`src/rtl/score_sound_controller.sv`:
```
// Game-session controller: IDLE/PLAY/FAIL sequencing, per-channel pass scoring into a
// saturating BCD score, persistent high score, and pass/fail square-wave sound effects.
module score_sound_controller #(
   parameter int NUM_CH    = 3,
   parameter int DIGITS    = 4,
   parameter int PASS_HALF = 41666,
   parameter int FAIL_HALF = 125000,
   parameter int PASS_DUR  = 5000000,
   parameter int FAIL_DUR  = 50000000
) (
   input  logic                  ClkPort,
   input  logic                  Reset_n,
   input  logic                  tick,
   input  logic                  start,
   input  logic [NUM_CH-1:0]     hit,
   input  logic [NUM_CH-1:0]     pass,
   input  logic                  hit_ground,
   output logic [1:0]            state_o,
   output logic                  fail,
   output logic [4*DIGITS-1:0]   score_bcd,
   output logic [4*DIGITS-1:0]   high_bcd,
   output logic                  new_high,
   output logic                  audio_out
);

   localparam int SW       = 4 * DIGITS;
   localparam int NW       = $clog2(NUM_CH + 1);
   localparam int PEND_W   = 8;
   localparam int MAX_HALF = (PASS_HALF > FAIL_HALF) ? PASS_HALF : FAIL_HALF;
   localparam int CNT_W    = $clog2(2 * MAX_HALF);
   localparam int MAX_DUR  = (PASS_DUR > FAIL_DUR) ? PASS_DUR : FAIL_DUR;
   localparam int DUR_W    = $clog2(MAX_DUR + 1);
   localparam logic [SW-1:0] ALL_NINES = {DIGITS{4'h9}};

   typedef enum logic [1:0] {
      S_IDLE = 2'b00,
      S_PLAY = 2'b01,
      S_FAIL = 2'b10
   } state_t;

   state_t              state;
   state_t              state_nxt;

   logic [NUM_CH-1:0]   pass_q;
   logic [PEND_W-1:0]   pend;
   logic [PEND_W-1:0]   pend_nxt;
   logic [PEND_W:0]     pend_sum;
   logic                cmp_done;
   logic [SW-1:0]       score;
   logic [SW-1:0]       high;
   logic                new_high_r;
   logic [DUR_W-1:0]    dur;
   logic [CNT_W-1:0]    tone_cnt;
   logic                tone_fail;

   logic                crash;
   logic                play_tick;
   logic                fail_entry;
   logic                restart;
   logic                drain;
   logic [NUM_CH-1:0]   new_pass;
   logic [NW-1:0]       n_new;
   logic                fail_sound_active;
   logic                pass_sound;
   logic [CNT_W-1:0]    half;
   logic [CNT_W-1:0]    wrap;

   function automatic logic [SW-1:0] bcd_inc(input logic [SW-1:0] v);
      logic [SW-1:0] r;
      logic          carry;
      r     = v;
      carry = 1'b1;
      for (int d = 0; d < DIGITS; d++) begin
         if (carry) begin
            if (v[4*d +: 4] == 4'd9) begin
               r[4*d +: 4] = 4'd0;
            end else begin
               r[4*d +: 4] = v[4*d +: 4] + 4'd1;
               carry       = 1'b0;
            end
         end
      end
      return r;
   endfunction

   assign crash      = (|hit) | hit_ground;
   assign play_tick  = (state == S_PLAY) && tick;
   assign fail_entry = play_tick && crash;
   assign restart    = (state == S_FAIL) && start && cmp_done;
   assign drain      = (pend != '0) && ((state == S_PLAY) || (state == S_FAIL));

   // Passes seen on a crashing tick are discarded along with any sound they would start.
   always_comb begin
      new_pass = '0;
      n_new    = '0;
      if (play_tick && !crash) begin
         new_pass = pass & ~pass_q;
      end
      for (int i = 0; i < NUM_CH; i++) begin
         n_new = n_new + NW'(new_pass[i]);
      end
   end

   always_comb begin
      pend_sum = {1'b0, pend} + (PEND_W+1)'(n_new) - (PEND_W+1)'(drain);
      pend_nxt = pend_sum[PEND_W] ? {PEND_W{1'b1}} : pend_sum[PEND_W-1:0];
   end

   always_comb begin
      state_nxt = state;
      case (state)
         S_IDLE:  if (start) state_nxt = S_PLAY;
         S_PLAY:  if (fail_entry) state_nxt = S_FAIL;
         S_FAIL:  if (restart) state_nxt = S_PLAY;
         default: state_nxt = S_IDLE;
      endcase
   end

   always_ff @(posedge ClkPort or negedge Reset_n) begin
      if (!Reset_n) begin
         state <= S_IDLE;
      end else begin
         state <= state_nxt;
      end
   end

   // Score drains one unit per cycle from pend; the high-score compare waits for an empty pend.
   always_ff @(posedge ClkPort or negedge Reset_n) begin
      if (!Reset_n) begin
         pass_q     <= '0;
         pend       <= '0;
         score      <= '0;
         high       <= '0;
         new_high_r <= 1'b0;
         cmp_done   <= 1'b0;
      end else if (restart) begin
         pass_q     <= '0;
         pend       <= '0;
         score      <= '0;
         new_high_r <= 1'b0;
         cmp_done   <= 1'b0;
      end else begin
         if (play_tick) begin
            pass_q <= pass;
         end
         pend <= pend_nxt;
         if (drain && (score != ALL_NINES)) begin
            score <= bcd_inc(score);
         end
         if ((state == S_FAIL) && (pend == '0) && !cmp_done) begin
            cmp_done <= 1'b1;
            if (score > high) begin
               high       <= score;
               new_high_r <= 1'b1;
            end
         end
      end
   end

   assign fail_sound_active = (dur != '0) && tone_fail;
   assign pass_sound        = (n_new != '0) && !fail_sound_active;
   assign half              = tone_fail ? CNT_W'(FAIL_HALF) : CNT_W'(PASS_HALF);
   assign wrap              = tone_fail ? CNT_W'(2 * FAIL_HALF - 1) : CNT_W'(2 * PASS_HALF - 1);

   always_ff @(posedge ClkPort or negedge Reset_n) begin
      if (!Reset_n) begin
         dur       <= '0;
         tone_cnt  <= '0;
         tone_fail <= 1'b0;
      end else if (fail_entry) begin
         dur       <= DUR_W'(FAIL_DUR);
         tone_cnt  <= '0;
         tone_fail <= 1'b1;
      end else if (pass_sound) begin
         dur       <= DUR_W'(PASS_DUR);
         tone_cnt  <= '0;
         tone_fail <= 1'b0;
      end else if (dur != '0) begin
         dur      <= dur - DUR_W'(1);
         tone_cnt <= (tone_cnt == wrap) ? '0 : tone_cnt + CNT_W'(1);
      end
   end

   assign state_o   = state;
   assign fail      = (state == S_FAIL);
   assign score_bcd = score;
   assign high_bcd  = high;
   assign new_high  = new_high_r;
   assign audio_out = (dur != '0) && (tone_cnt < half);

endmodule

```
`config.mk`:
```
export PLATFORM = sky130hd
export DESIGN_NAME = score_sound_controller
export DESIGN_NICKNAME = d
export VERILOG_FILES = /design/src/rtl/score_sound_controller.sv
export SDC_FILE = /design/constraint.sdc
export NUM_CORES = 1
export LEC_CHECK = 0
export BUFFER_PORTS_ARGS = -buffer_cell sky130_fd_sc_hd__buf_4
export CAP_MARGIN = 20
export CORE_MARGIN = 5
export CORE_UTILIZATION = 60
export CTS_BUF_LIST = sky130_fd_sc_hd__clkbuf_8
export CTS_CLUSTER_SIZE = 16
export DETAILED_ROUTE_END_ITERATION = 10
export PLACE_DENSITY = 0.85
export SYNTH_ARGS = -nofsm -noshare
export SYNTH_HDL_FRONTEND = slang
export SYNTH_SLANG_ARGS = --single-unit
```
`constraint.sdc`:
```
create_clock -name ClkPort -period 8.65 [get_ports ClkPort]
set_clock_uncertainty 0.1 [all_clocks]
set_input_delay 0.865 -clock ClkPort [delete_from_list [all_inputs] [get_ports ClkPort]]
set_output_delay 0.865 -clock ClkPort [all_outputs]
set_load 0.02 [all_outputs]
```
Yosys cells after proc, flatten, opt, wreduce, memory -nomap -nowiden

Index checks and enable logic that the tools add are counted.

Bits in registers: 92
Input port bits: 11
Output and inout port bits: 37
Logic and storage cells: 122

Add/subtract/negate cells: 10
Magnitude comparators: 2
Eq/ne operators: 11
Muxes and demuxes: 45
Bitwise gates (word level): 4
Reduce and logical (&&, ||, !) cells: 37

Operator list:

| cell                                                                  | count |
|---|---|
| 18-bit 2-to-1 mux                                                     | 5 |
| 26-bit 2-to-1 mux                                                     | 3 |
| 16-bit 2-to-1 mux                                                     | 2 |
| 4-bit 2-to-1 mux                                                      | 7 |
| 26-bit nonzero test                                                   | 1 |
| 26-bit by 1-bit subtractor with 26-bit output (second input constant) | 1 |
| 18-bit by 1-bit adder with 18-bit output (second input constant)      | 1 |
| 18-bit equality test                                                  | 1 |
| 18-bit by 17-bit less-than comparator with 1-bit output               | 1 |
| 1-bit 2-to-1 mux                                                      | 18 |
| 2-bit nonzero test                                                    | 9 |
| 17-bit 2-to-1 mux                                                     | 1 |
| 4-bit by 1-bit adder with 4-bit output (second input constant)        | 4 |
| 4-bit equality test (second input constant)                           | 4 |
| 16-bit > comparator                                                   | 1 |
| 8-bit 2-to-1 mux                                                      | 2 |
| 16-bit != test (second input constant)                                | 1 |
| 1-bit logical AND                                                     | 12 |
| 8-bit by 2-bit adder with 9-bit output                                | 1 |
| 3-bit 2-to-1 mux                                                      | 3 |
| 9-bit by 1-bit subtractor with 9-bit output                           | 1 |
| 8-bit zero test                                                       | 1 |
| 2-bit AND reduction                                                   | 4 |
| 8-bit nonzero test                                                    | 1 |
| 18 further kinds                                                      | 24 |

Depth between registers and ports, before layout

Depth after elaboration: 15
Depth in mapped cells: 15
Depth with buffers taken out: 15

Least setup slack after synthesis

Ideal clock, no wire load.

Path kind: input port to flip-flop
Start: input port hit[1]
End: register pend[0]
Library setup time: 0.138 ns
Arrival: 3.971 ns
Required time: 8.412 ns
Setup slack: 4.441 ns
Cell stages on the path: 14
Path buffers: 0
Cells stage by stage: nor4_1 -> nand3_1 -> nor3b_1 -> fa_1 -> inv_1 -> ha_1 -> inv_1 -> ha_1 -> fa_1 -> a21oi_1 -> o22ai_1 -> o41ai_1 -> xnor2_1 -> a21oi_1

Word-level cells in the longest chain between the ends: 11

RTL lines:

| element                                       | line | text |
|---|---|---|
| start, declared                               | 15   | `input logic [NUM_CH-1:0] hit,` |
| 3-bit OR reduction *                          | 86   | `assign crash = (\|hit) \| hit_ground;` |
| 1-bit bitwise OR *                            | 86   |  |
| 1-bit zero test *                             | 96   | `if (play_tick && !crash) begin` |
| 1-bit logical AND *                           | 96   |  |
| 3-bit 2-to-1 mux *                            | 96   |  |
| 1-bit by 1-bit adder with 2-bit output        | 100  | `n_new = n_new + NW'(new_pass[i]);` |
| 2-bit by 1-bit adder with 2-bit output *      | 100  |  |
| 8-bit by 2-bit adder with 9-bit output *      | 105  | `pend_sum = {1'b0, pend} + (PEND_W+1)'(n_new) - (PEND_W+1)'(drain);` |
| 9-bit by 1-bit subtractor with 9-bit output * | 105  |  |
| 8-bit 2-to-1 mux *                            | 106  | `pend_nxt = pend_sum[PEND_W] ? {PEND_W{1'b1}} : pend_sum[PEND_W-1:0];` |
| 8-bit 2-to-1 mux *                            | 136  | `end else if (restart) begin` |
| end signal, assigned                          | 146  | `pend <= pend_nxt;` |
| end, declared                                 | 45   | `logic [PEND_W-1:0] pend;` |

Every way passes the cells marked *; elsewhere a longest branch is shown, timed or not.
A chain may end at the register's enable or synchronous reset.

Worst setup path in the final report

Ends and elaborated chain as after synthesis.

==> results.tsv <==
stage	metric	value	unit
synth	synth.cell_area	0.00572	sq mm
clocking	cts_hold_buf	0	
synth	yosysUniqueCellTypes	60	
placement	io_buffers	47	
drt	route.detailed.drc	0	
worst_setup_path	worstSetupEndpointType	register	
grt	grt_pass1_vias	4964	
layout	diodes	0	
clocking	cts_tree	done	
layout	n_fill_cell	734	
die	die_h	108	microns
worst_setup_path	slowest_delay	0.50	ns
die	ios	48	
timing	slew_headroom	26.7	%
timing	setup_viol	0	
worst_setup_path	rrSetupSlack	4.48	ns
worst_setup_path	r2r-end	pend[0]	
worst_setup_path	critPathSlowestCell	nor4_1	
die	core.rowCount	35	
drt	num_vias	4834	
die	dieWidth	108	microns
synth	synth_fp_nets	677	
grt	antenna_found_initial	0	
layout	area_delta_synth_final	11.9	%
synth	syn-mean-instance-area	9.18	sq um
synth	ys_async_sr_fraction	100	%
timing	min_period	4.44	ns
drt	vias_per_cell	6.06	
worst_setup_path	critPathKind	in2reg	
synth	synth_edf_count	0	
timing	finalHoldViolations	0	
worst_setup_path	timing.rr.start	state_o[1]	
synth	yosys-top-cells-count	dfrtp_1, nor2_1, a21oi_1, inv_1, nand2_1	
worst_setup_path	startpoint_type	primary input	
drt	drtIter0Drc	300	
clocking	cts_buffer_depth	2	
clocking	htree_levels	3	
grt	grt_pass1_wl	22900	microns
clocking	cts_setup_buffers	0	
worst_setup_path	startpoint	hit[1]	
synth	synth_flop_cell	dfrtp_1	
timing	period_share	51.3	%
worst_setup_path	path_delay_family	adder cells	
synth	ys_ff_latch	92	
clocking	cts.sink_count	92	
job	cap_violations	0	
grt	grt_util_all_layers	24.3	%
placement	place_area	0.00618	sq mm
worst_setup_path	cp.depth	15	
power_and_ir_drop	power_density	299	mW/mm^2
layout	multi_input_area	0.00314	sq mm
die	start_util	61.6	%
worst_setup_path	path_cells	buf_4, nor4_1, nand3_1, nor3b_1, fa_1, inv_1, ha_1, inv_1, ha_1, fa_1, a21oi_1, o22ai_1, o41ai_1, xnor2_1, a21oi_1	
clocking	ctsResizeCount	0	
layout	final_cell_area	0.00640	sq mm
die	die_area	0.0116	sq mm
timing	drv_slew	0	
layout	fin_util	68.9	%
timing	fmax	225	MHz
drt	first_pass_iters	5	
drt	wl_per_cell	16.6	microns
die	coreArea	0.00928	sq mm
timing	rsz0062_at_grt	no	
layout	final_layout_size_suffix_gt1_share	14.9	%
synth	synthCells	623	
clocking	clkLatencyLatePin	0.38	ns
drt	ant_nets	0	
worst_setup_path	arrival	4.54	ns
worst_hold_path	hold_path.class	in2async	
drt	routed_wl	13200	microns
worst_setup_path	rr_worst_depth	15	
synth	synth_seq_area_share	40.3	%
power_and_ir_drop	ir_worst_vdd	0.220	mV
synth	yosysMostFrequentCell	dfrtp_1	
grt	overflow	0	
timing	fin_tns_setup	0	ns
synth	synth.area.top_cells	dfrtp_1, ha_1, a21oi_1	
worst_setup_path	worst-path-buf-inv	3	
layout	regArea	0.00230	sq mm
synth	yosys_warnings	0	
synth	synth_top_area_share	40.3	%
clocking	numCtsBuffers	9	
layout	fin_nets	718	
worst_setup_path	required	8.75	ns
power_and_ir_drop	power_leakage	2.81	nW
placement	gp_congestion	0.893	
synth	yosys.area.top_type	dfrtp_1	
run_status	status	finished clean	
timing	tightest_slew	1.10	ns
grt	grt_max_degree	55	
worst_setup_path	worst-path-max-fanout	7	
clocking	root_buffer	clkbuf_8	
clocking	clkTransAtPathRegs	0.10	ns
placement	hpwl	9490	microns
==> flip-flops by register name, indices dropped and copies added, names as in the netlist <==
register   flops
pend           8
score_bcd     16
pass_q         3
dur           26
cmp_done       1
tone_cnt      18
state_o        2
high_bcd      16
tone_fail      1
new_high       1
==> layout make-up <==
class	count	area share (%)
tap	129	2.52
inverter	49	2.87
clock inverter	7	1.51
clock buffer	9	1.94
timing repair buffer	52	6.10
sequential	92	36.0
multi-input combinational	460	49.1
==> metrics by stage <==
step | setup WS [ns] | std cells | hold slack (ns) | total power (W)
2_1_floorplan | 4.44 | 623 | 0.389 | 0.00132
3_3_place_gp | 4.02 | 782 | 0.397 | 0.00152
3_5_place_dp | 3.84 | 782 | 0.416 | 0.00158
4_1_cts | 4.19 | 798 | 0.361 | 0.00191
5_1_grt | 3.81 | 798 | 0.383 | 0.00206
6_report | 4.21 | 798 | 0.336 | 0.00191
==> worst max-delay path by stage <==
stage | end
after CTS | pend[0]
after detailed placement | pend[0]
final | pend[0]
after floorplan | pend[0]
after global routing | pend[0]
after global placement | pend[0]
==> power by group <==
| group | internal, W | switching (W) |
|---|---|---|
| logic | 0.000389 | 0.000514 |
| registers | 0.000538 | 0.000143 |
| clock network | 0.000164 | 0.000166 |
| total | 0.00109 | 0.000822 |
==> metal layers <==
metal,global-route usage [%],routed length (microns),vias to the layer above
met4,10.2,282,0
li1,-,-,2285
met2,39.8,6600,132
met5,0,0,-
met1,31.7,5690,2389
met3,4.26,660,28
==> cells by family (layout without fill, tap and decap cells) <==
group | Yosys count | count (layout) | synth area share (%)
AOI/OAI and AO/OA | 117 | 117 | 12.3
xor gates and xnor gates | 35 | 35 | 5.36
adders and majority gates | 43 | 43 | 9.67
buffers and inverters | 71 | 117 | 4.95
DFF | 92 | 92 | 40.3
muxes | 29 | 29 | 5.34
and+or+nand+nor | 236 | 236 | 22.1
==> worst register-to-register path, cell delays in order, from the launching register on <==
cell	delay [ns]
dfrtp_1	0.41
inv_1	0.13
ha_1	0.33
nand3_1	0.18
nor3b_1	0.32
fa_1	0.48
inv_1	0.08
ha_1	0.13
inv_1	0.04
ha_1	0.20
fa_1	0.41
a21oi_1	0.20
o22ai_1	0.17
o41ai_1	0.36
xnor2_1	0.33
a21oi_1	0.15
==> cells in the final DEF, fill, tap and decap left out, types with 7 or more instances in the layout <==
| master | count |
|---|---|
| dfrtp_1 | 92 |
| nor2_1 | 60 |
| a21oi_1 | 54 |
| buf_4 | 52 |
| inv_1 | 49 |
| nand2_1 | 45 |
| ha_1 | 41 |
| nand3_1 | 29 |
| xnor2_1 | 25 |
| nor3_1 | 22 |
| o21ai_0 | 21 |
| mux2i_1 | 17 |
| nand4_1 | 14 |
| mux2_2 | 12 |
| xor2_1 | 10 |
| clkbuf_8 | 9 |
| and3_1 | 7 |
| a31oi_1 | 7 |
Power figures use the tool's default switching activity.
